`src/rtl/swu_frame_writer_if.sv`:
```
// Bundles the sample stream, frame handshake and frame read port of the
// sliding-window-unit sample store writer.
interface swu_frame_writer_if #(
    parameter int WIDTH = 32,
    parameter int AW    = 5
);
    logic             in_valid;
    logic             in_data;
    logic             in_ready;
    logic             frame_done;
    logic             frame_release;
    logic [AW-1:0]    wr_word_cnt;
    logic             rd_en;
    logic [AW-1:0]    rd_addr;
    logic [WIDTH-1:0] rd_data;

    modport master (
        output in_valid, in_data, frame_release, rd_en, rd_addr,
        input  in_ready, frame_done, wr_word_cnt, rd_data
    );

    modport slave (
        input  in_valid, in_data, frame_release, rd_en, rd_addr,
        output in_ready, frame_done, wr_word_cnt, rd_data
    );
endinterface

```
`src/rtl/swu_frame_writer.sv`:
```
// Packs a 1-bit sample stream LSB-first into words and stores one frame of
// DEPTH words, holding it stable until the consumer releases it.
module swu_frame_writer #(
    parameter int DEPTH = 29,
    parameter int WIDTH = 32,
    parameter int AW    = 5
) (
    input  logic           clk,
    input  logic           rst_n,
    swu_frame_writer_if.slave bus
);
    localparam int BW = $clog2(WIDTH);

    localparam logic [0:0] ST_FILL = 1'b0;
    localparam logic [0:0] ST_FULL = 1'b1;

    logic [0:0]       state_q, state_d;
    logic [BW-1:0]    bit_cnt_q, bit_cnt_d;
    // The final bit of a word goes straight to memory, so only WIDTH-1 bits are held.
    logic [WIDTH-2:0] sr_q, sr_d;
    logic [AW-1:0]    wr_word_cnt_q, wr_word_cnt_d;
    logic             frame_done_q, frame_done_d;
    logic             rd_zero_q, rd_zero_d;
    logic [WIDTH-1:0] mem_rd_q;

    logic [WIDTH-1:0] mem [DEPTH];

    logic             hs;
    logic             word_last;
    logic             wr_en;
    logic [WIDTH-1:0] wr_word;

    assign bus.in_ready    = (state_q == ST_FILL);
    assign bus.frame_done  = frame_done_q;
    assign bus.wr_word_cnt = wr_word_cnt_q;
    assign bus.rd_data     = rd_zero_q ? '0 : mem_rd_q;

    assign hs        = bus.in_valid & (state_q == ST_FILL);
    assign word_last = (bit_cnt_q == BW'(WIDTH - 1));
    assign wr_en     = hs & word_last;
    assign wr_word   = {bus.in_data, sr_q};

    always_comb begin
        state_d       = state_q;
        bit_cnt_d     = bit_cnt_q;
        sr_d          = sr_q;
        wr_word_cnt_d = wr_word_cnt_q;
        frame_done_d  = frame_done_q;
        rd_zero_d     = rd_zero_q;

        case (state_q)
            ST_FILL: begin
                if (hs) begin
                    if (word_last) begin
                        bit_cnt_d     = '0;
                        sr_d          = '0;
                        wr_word_cnt_d = wr_word_cnt_q + AW'(1);
                        if (wr_word_cnt_q == AW'(DEPTH - 1)) begin
                            state_d      = ST_FULL;
                            frame_done_d = 1'b1;
                        end
                    end else begin
                        sr_d[bit_cnt_q] = bus.in_data;
                        bit_cnt_d       = bit_cnt_q + BW'(1);
                    end
                end
            end
            ST_FULL: begin
                if (bus.frame_release) begin
                    state_d       = ST_FILL;
                    frame_done_d  = 1'b0;
                    wr_word_cnt_d = '0;
                    bit_cnt_d     = '0;
                    sr_d          = '0;
                end
            end
            default: state_d = ST_FILL;
        endcase

        if (bus.rd_en) begin
            rd_zero_d = (32'(bus.rd_addr) >= DEPTH);
        end
    end

    always_ff @(posedge clk) begin
        if (!rst_n) begin
            state_q       <= ST_FILL;
            bit_cnt_q     <= '0;
            sr_q          <= '0;
            wr_word_cnt_q <= '0;
            frame_done_q  <= 1'b0;
            rd_zero_q     <= 1'b1;
        end else begin
            state_q       <= state_d;
            bit_cnt_q     <= bit_cnt_d;
            sr_q          <= sr_d;
            wr_word_cnt_q <= wr_word_cnt_d;
            frame_done_q  <= frame_done_d;
            rd_zero_q     <= rd_zero_d;
        end
    end

    // Storage is never reset; out-of-range reads are masked by rd_zero_q.
    always_ff @(posedge clk) begin
        if (rst_n && wr_en) begin
            mem[wr_word_cnt_q] <= wr_word;
        end
        if (bus.rd_en) begin
            mem_rd_q <= mem[bus.rd_addr];
        end
    end
endmodule

```
`src/flat_wrapper.sv`:
```
// flat-port wrapper written by rule: the top's interface ports become plain ports
module swu_frame_writer_flat 
#(
    parameter int DEPTH = 29,
    parameter int WIDTH = 32,
    parameter int AW    = 5
)
  (clk, rst_n, bus_in_valid, bus_in_data, bus_frame_release, bus_rd_en, bus_rd_addr, bus_in_ready, bus_frame_done, bus_wr_word_cnt, bus_rd_data);
  swu_frame_writer_if #(.WIDTH(WIDTH), .AW(AW)) bus_i ();
  input  logic clk;
  input  logic rst_n;
  input wire logic [$bits(bus_i.in_valid)-1:0] bus_in_valid;
  input wire logic [$bits(bus_i.in_data)-1:0] bus_in_data;
  input wire logic [$bits(bus_i.frame_release)-1:0] bus_frame_release;
  input wire logic [$bits(bus_i.rd_en)-1:0] bus_rd_en;
  input wire logic [$bits(bus_i.rd_addr)-1:0] bus_rd_addr;
  output wire logic [$bits(bus_i.in_ready)-1:0] bus_in_ready;
  output wire logic [$bits(bus_i.frame_done)-1:0] bus_frame_done;
  output wire logic [$bits(bus_i.wr_word_cnt)-1:0] bus_wr_word_cnt;
  output wire logic [$bits(bus_i.rd_data)-1:0] bus_rd_data;
  assign bus_i.in_valid = bus_in_valid;
  assign bus_i.in_data = bus_in_data;
  assign bus_i.frame_release = bus_frame_release;
  assign bus_i.rd_en = bus_rd_en;
  assign bus_i.rd_addr = bus_rd_addr;
  assign bus_in_ready = bus_i.in_ready;
  assign bus_frame_done = bus_i.frame_done;
  assign bus_wr_word_cnt = bus_i.wr_word_cnt;
  assign bus_rd_data = bus_i.rd_data;
  swu_frame_writer #(.DEPTH(DEPTH), .WIDTH(WIDTH), .AW(AW)) u_core (.clk(clk), .rst_n(rst_n), .bus(bus_i));
endmodule
```
`config.mk`:
```
export PLATFORM = sky130hd
export DESIGN_NAME = swu_frame_writer_flat
export DESIGN_NICKNAME = d
export VERILOG_FILES = /design/src/rtl/swu_frame_writer_if.sv /design/src/rtl/swu_frame_writer.sv /design/src/flat_wrapper.sv
export SDC_FILE = /design/constraint.sdc
export NUM_CORES = 1
export LEC_CHECK = 0
export ABC_AREA = 1
export ABC_CLOCK_PERIOD_IN_PS = 4300
export CAP_MARGIN = 0
export CORE_MARGIN = 2
export CORE_UTILIZATION = 35
export DETAILED_ROUTE_END_ITERATION = 12
export SLEW_MARGIN = 20
export SYNTH_ARGS = -nofsm -noshare
export SYNTH_HDL_FRONTEND = slang
export SYNTH_SLANG_ARGS = --single-unit
```
`constraint.sdc`:
```
create_clock -name clk -period 4.3 [get_ports clk]
set_input_delay 0.43 -clock clk [delete_from_list [all_inputs] [get_ports clk]]
set_output_delay 0.43 -clock clk [all_outputs]
set_load 0.05 [all_outputs]
```
Yosys cells after proc, flatten, opt, wreduce, memory -nomap -nowiden. Memories as Yosys holds them, arrays and structs flattened. A register that Yosys moved wholly into a read port is not among the register bits. Cells that the tools add are included. W data, S select, Z words.

Register bits after elaboration: 44. RAM bits: 928. Memories: 1. Bits of input ports: 11.

Eq/ne operators: 6. Reduce and logical (&&, ||, !) cells: 5. Order comparisons: 3. Add/sub/neg operators: 2. Bitwise gates (word level): 3. Mux-type cells: 27.

Memory list: u_core.mem (words 29, width 32, read ports 1, clocked after Yosys merged registers in 1, wr ports 1, line swu_frame_writer.sv:26) `logic [WIDTH-1:0] mem [DEPTH];`.

Operator list (number): $mux W31 (3); $pmux W31 S2 (1); $mux W32 (1); $bwmux W31 (1); $mux W5 (5); $pmux W5 S2 (2); $mux W1 (11); $add A5 B1 Y5 const B (2); $eq A5 B5 Y1 const B (2); $lt A5 B6 Y1 const B (1); $ne A2 B1 Y1 const B (3); $demux W1 S5 (1); $ge A5 B1 Y1 const B (1); $ge A5 B5 Y1 const B (1); $pmux W1 S2 (2); $reduce_and A4 Y1 (1); $reduce_and A3 Y1 (1); $and A1 B1 Y1 (2); $logic_and A1 B1 Y1 (2); $ne A2 B2 Y1 const B (1); $reduce_and A2 Y1 (1); $not A1 Y1 (1).

Logic depth before layout (Yosys ltp).
Depth in word-level cells: 8. Depth in mapped cells: 14. Depth with buffers taken out: 11.

Worst setup path after synthesis. No wires, ideal clock.

Path type: register -> register. Start: register u_core.bit_cnt_q[2]. End: memory u_core.mem[0][0] (enable). Stages on the path, launching flop included: 9. Period minus slack after synthesis: 3.434 ns. Setup time: 0.421 ns. Data arrival time: 3.013 ns. Setup slack: 0.866 ns. Cells stage by stage: dfxtp_1 -> clkbuf_1 -> inv_1 -> nor3_1 -> ha_1 -> inv_1 -> nor3_1 -> nand2_1 -> nor2_1.

Word-level cells in the longest chain between the ends: 5.

Ends and longest elaborated chain: from (decl) (line swu_frame_writer.sv:18) `logic [BW-1:0] bit_cnt_q, bit_cnt_d;`; from (signal assigned) (line swu_frame_writer.sv:95) `bit_cnt_q <= bit_cnt_d;`; $eq A5 B5 Y1 (line swu_frame_writer.sv:39) `assign word_last = (bit_cnt_q == BW'(WIDTH - 1));`; $and A1 B1 Y1 (line swu_frame_writer.sv:40) `assign wr_en = hs & word_last;`; $logic_and A1 B1 Y1 (line swu_frame_writer.sv:105) `if (rst_n && wr_en) begin`; $mux W1 (line swu_frame_writer.sv:105); $mux W1 (not written as such) (line swu_frame_writer.sv:106) `mem[wr_word_cnt_q] <= wr_word;`; to (decl) (line swu_frame_writer.sv:26).

Every way passes these cells.

Final worst setup path.
Start: register u_core.bit_cnt_q[2]. End: memory u_core.mem[14][28] (enable).

The elaborated chain is that of the path after synthesis.

==> impl_metrics.prom <==
# TYPE chip_impl_metric gauge
chip_impl_info{name="main_flop_type_after_synthesis",value="edfxtp_1"} 1
chip_impl_metric{name="pin_slew_with_the_least_headroom_to_its_limit",unit="ps"} 1130
chip_impl_metric{name="timing.max_slew.rel_slack",unit="%"} 24.5
chip_impl_metric{name="first_global_vias",unit=""} 26600
chip_impl_metric{name="max_stage_delay",unit="ps"} 790
chip_impl_metric{name="totalWireLength",unit="um"} 116000
chip_impl_metric{name="route.detailed.wl_per_inst",unit="um"} 20.4
chip_impl_metric{name="timing.critical_path.fanout_max",unit=""} 17
chip_impl_metric{name="io_buffer_count",unit=""} 49
chip_impl_info{name="top_layer_used",value="met4"} 1
chip_impl_metric{name="global_route_wire_length_before_repair",unit="um"} 171000
chip_impl_metric{name="post_route_cells_drive_above_1_share",unit="%"} 6.89
chip_impl_metric{name="routabilityCongestion",unit=""} 0.864
chip_impl_metric{name="worstPathRequired",unit="ps"} 4670
chip_impl_metric{name="clkSlewWorstSetupHoldPaths",unit="ps"} 60
chip_impl_metric{name="total_leakage_power",unit="nW"} 18.5
chip_impl_metric{name="numCtsBuffers",unit=""} 103
chip_impl_metric{name="chipWidth",unit="um"} 350
chip_impl_metric{name="mappedNetlistArea",unit="sq um"} 41900
chip_impl_metric{name="io_pins",unit=""} 50
chip_impl_info{name="worst-setup-path-type",value="flip-flop to flip-flop"} 1
chip_impl_metric{name="grt.overflow.total",unit=""} 0
chip_impl_metric{name="yosys_warnings",unit=""} 0
chip_impl_info{name="critical_path.startpoint_type",value="flip-flop"} 1
chip_impl_metric{name="power_density",unit="nW/um^2"} 431
chip_impl_info{name="clk_root_buf",value="clkbuf_16"} 1
chip_impl_metric{name="design.core.area",unit="sq um"} 118000
chip_impl_metric{name="timing.max_cap.violations",unit=""} 0
chip_impl_metric{name="route.layer.met1.wl",unit="um"} 50200
chip_impl_metric{name="synth_fp_nets",unit=""} 3979
chip_impl_info{name="rsz0062_at_grt",value="false"} 1
chip_impl_metric{name="post_cts_resize_count",unit=""} 0
chip_impl_metric{name="syn_inst",unit=""} 3958
chip_impl_metric{name="max_freq",unit="MHz"} 285
chip_impl_metric{name="route.met3.wl",unit="um"} 8120
chip_impl_metric{name="met2WireLength",unit="um"} 54000
chip_impl_info{name="cp_cell_sequence",value="inv_1 -> nor3_1 -> ha_1 -> inv_1 -> nor3_1 -> nand2_1 -> nor2_4 -> buf_12"} 1
chip_impl_metric{name="fp-row-count",unit=""} 126
chip_impl_metric{name="ir_drop",unit="mV"} 0.332
chip_impl_metric{name="timing.reg2reg.worst_path_depth",unit=""} 8
chip_impl_metric{name="dr_total_vias",unit=""} 27900
chip_impl_metric{name="htree_levels",unit=""} 3
chip_impl_info{name="hold_path.class",value="input pin to flip-flop"} 1
chip_impl_metric{name="ys_ff_latch",unit=""} 1004
chip_impl_metric{name="cts_post_setup_buffers_inserted",unit=""} 0
chip_impl_metric{name="setup_viol",unit=""} 0
chip_impl_info{name="endpoint_kind",value="flip-flop"} 1
chip_impl_metric{name="ant_nets",unit=""} 0
chip_impl_metric{name="detail_route.drc_violations",unit=""} 0
chip_impl_metric{name="synth-edff-count",unit=""} 960
chip_impl_info{name="critPathSlowestCell",value="nor2_4"} 1
chip_impl_metric{name="avgViaCountPerCell",unit=""} 4.92
chip_impl_metric{name="asyncSetResetFlopFracSynth",unit="%"} 0
chip_impl_metric{name="placement.cell_area",unit="sq um"} 44600
chip_impl_metric{name="final-hold-violation-count",unit=""} 0
chip_impl_metric{name="design_area",unit="sq um"} 48000
chip_impl_info{name="critical-path-top-delay-family",value="simple AND/OR/NAND/NOR gates"} 1
chip_impl_metric{name="synth.distinct_cells",unit=""} 28
chip_impl_metric{name="critical_path_arrival",unit="ps"} 3880
chip_impl_metric{name="firstDrtPassIters",unit=""} 5
chip_impl_metric{name="post_layout_nonfiller_instances",unit=""} 5666
chip_impl_metric{name="area_growth_syn_to_layout",unit="%"} 14.5
chip_impl_metric{name="antenna_found_initial",unit=""} 0
chip_impl_info{name="regToRegEndpoint",value="u_core.mem[14][28]$_DFFE_PP_"} 1
chip_impl_metric{name="placed_cells_incl_taps",unit=""} 5475
chip_impl_info{name="timing.critical_path.from",value="u_core.bit_cnt_q[2]$_SDFFE_PN0P_"} 1
chip_impl_metric{name="postSynthAreaPerCell",unit="sq um"} 10.6
chip_impl_metric{name="grt_start_max_net_pins",unit=""} 173
chip_impl_metric{name="final.period_utilization",unit="%"} 81.7
chip_impl_info{name="r2r_start",value="u_core.bit_cnt_q[2]$_SDFFE_PN0P_"} 1
chip_impl_metric{name="setup_tns",unit="ps"} 0
chip_impl_metric{name="die_h",unit="um"} 350
chip_impl_metric{name="synth_sequential_area_ratio",unit="%"} 70.9
chip_impl_info{name="cp-endpoint",value="u_core.mem[14][28]$_DFFE_PP_"} 1
chip_impl_info{name="run_status",value="completed"} 1
chip_impl_metric{name="worst-path-stages",unit=""} 8
chip_impl_metric{name="hpwlAfterDp",unit="um"} 61100
chip_impl_metric{name="nets",unit=""} 4001
chip_impl_metric{name="fin_total_pwr",unit="mW"} 20.7
chip_impl_metric{name="slew_violations",unit=""} 0
chip_impl_metric{name="period_minus_slack",unit="ps"} 3510
chip_impl_metric{name="die-area",unit="sq um"} 122000
chip_impl_metric{name="n_antenna_cell",unit=""} 0
chip_impl_metric{name="cts_num_sinks",unit=""} 1004
chip_impl_info{name="cts_tree",value="done"} 1
chip_impl_metric{name="worst_clock_skew",unit="ps"} 32.4
chip_impl_metric{name="fillCellCount",unit=""} 11200
chip_impl_metric{name="ff2ff_setup_slack",unit="ps"} 790
chip_impl_metric{name="ctsLongestPathBuffers",unit=""} 3
chip_impl_metric{name="post_cts_hold_buffer_count",unit=""} 0
chip_impl_metric{name="floorplan.initialDensity",unit="%"} 35.4
chip_impl_metric{name="grtUsageTotal",unit="%"} 18.7
chip_impl_metric{name="worst-path-buf-inv",unit=""} 3
chip_impl_metric{name="worstSkewPairLatency",unit="ps"} 690
chip_impl_metric{name="drt-initial-drc-count",unit=""} 2875
## cells in the final DEF (no fill, tap or decap), drive strengths merged, types with 2 or more instances in the layout
master           n
nor2           822
nand4            2
clkbuf         136
nor3            81
nand3          227
clkinv          46
o21ai          268
bufinv           8
buf             74
inv            394
o211ai           6
a211oi           5
or2              5
clkdlybuf4s50   44
a22oi            4
nand2          896
edfxtp         960
ha              10
a21oi           26
dfxtp           44
o21a             5
## cell type report
class                   count  area (sq um)  area share [%]
well taps                1600          2000            4.17
clock buffers             136          2860            5.96
flip-flops and latches   1004         29700            62.0
repair buffers            118          1320            2.74
multi-input cells        2360         10000            20.9
inverters                 393          1500            3.12
clock inverters            55           515            1.07
## per-stage QoR
step / worst slack, ps / utilization (%) / hold slack (ps)
after global routing: 521 / 40.5 / 365
after global placement: 598 / 37.6 / 495
final: 787 / 40.5 / 400
after detailed placement: 591 / 37.6 / 501
after CTS: 814 / 40.5 / 342
after floorplan: 866 / - / 474
## per-layer routing
layer | vias up | GRT usage (%)
met5 | - | 0
met4 | 0 | 5.59
met2 | 1003 | 30.4
li1 | 13100 | -
met3 | 167 | 3.32
met1 | 13600 | 25.5
## worst min-delay path by stage
stage                                           from                               end  slack [ps]  depth (start not counted)
floorplan           u_core.bit_cnt_q[0]$_SDFFE_PN0P_  u_core.bit_cnt_q[0]$_SDFFE_PN0P_         470                          2
global placement    u_core.bit_cnt_q[0]$_SDFFE_PN0P_  u_core.bit_cnt_q[0]$_SDFFE_PN0P_         500                          2
detailed placement  u_core.bit_cnt_q[0]$_SDFFE_PN0P_  u_core.bit_cnt_q[0]$_SDFFE_PN0P_         500                          2
CTS                                   bus_rd_addr[1]     u_core.rd_zero_q$_SDFFE_PN1P_         340                          3
global route                          bus_rd_addr[1]     u_core.rd_zero_q$_SDFFE_PN1P_         370                          3
finish                                     bus_rd_en     u_core.mem_rd_q[23]$_DFFE_PP_         400                          1
## cells by family after synthesis
family / share of synthesized area, %
and+or+nand+nor: 19.2
DFF: 70.9
AOI/OAI and AO/OA: 3.91
buffers and inverters: 5.64
adders and majority gates: 0.299
## Yosys cell counts, types with 3 or more instances
master      n  area, sq um
a211oi_1    5         37.5
a21oi_1    26          130
a22oi_1     4         30.0
buf_1      23         86.3
buf_2      71          355
buf_4      12         90.1
clkbuf_1   95          357
dfxtp_1    44          881
edfxtp_1  960        28800
ha_1       10          125
inv_1     388         1460
inv_2       3         11.3
nand2_1   895         3360
nand3_1   227         1140
nor2_1    821         3080
nor3_1     81          405
o211ai_1    6         45.0
o21a_1      5         37.5
o21ai_0   249         1250
o21ai_1    19         95.1
or2_2       5         31.3
## report_power, final
group | switching, mW | internal (mW)
Combinational | 0.772 | 0.299
Clock | 3.76 | 5.16
Sequential | 0.0537 | 10.6
## registers in the layout, indices dropped and copies added, names as in the netlist
name                    count
u_core.rd_zero_q            1
u_core.bus.wr_word_cnt      5
u_core.state_q              1
u_core.sr_q                31
u_core.bit_cnt_q            5
u_core.mem_rd_q            32
u_core.bus.frame_done       1
u_core.mem                928
No activity file was read; power rests on OpenSTA's default activity.
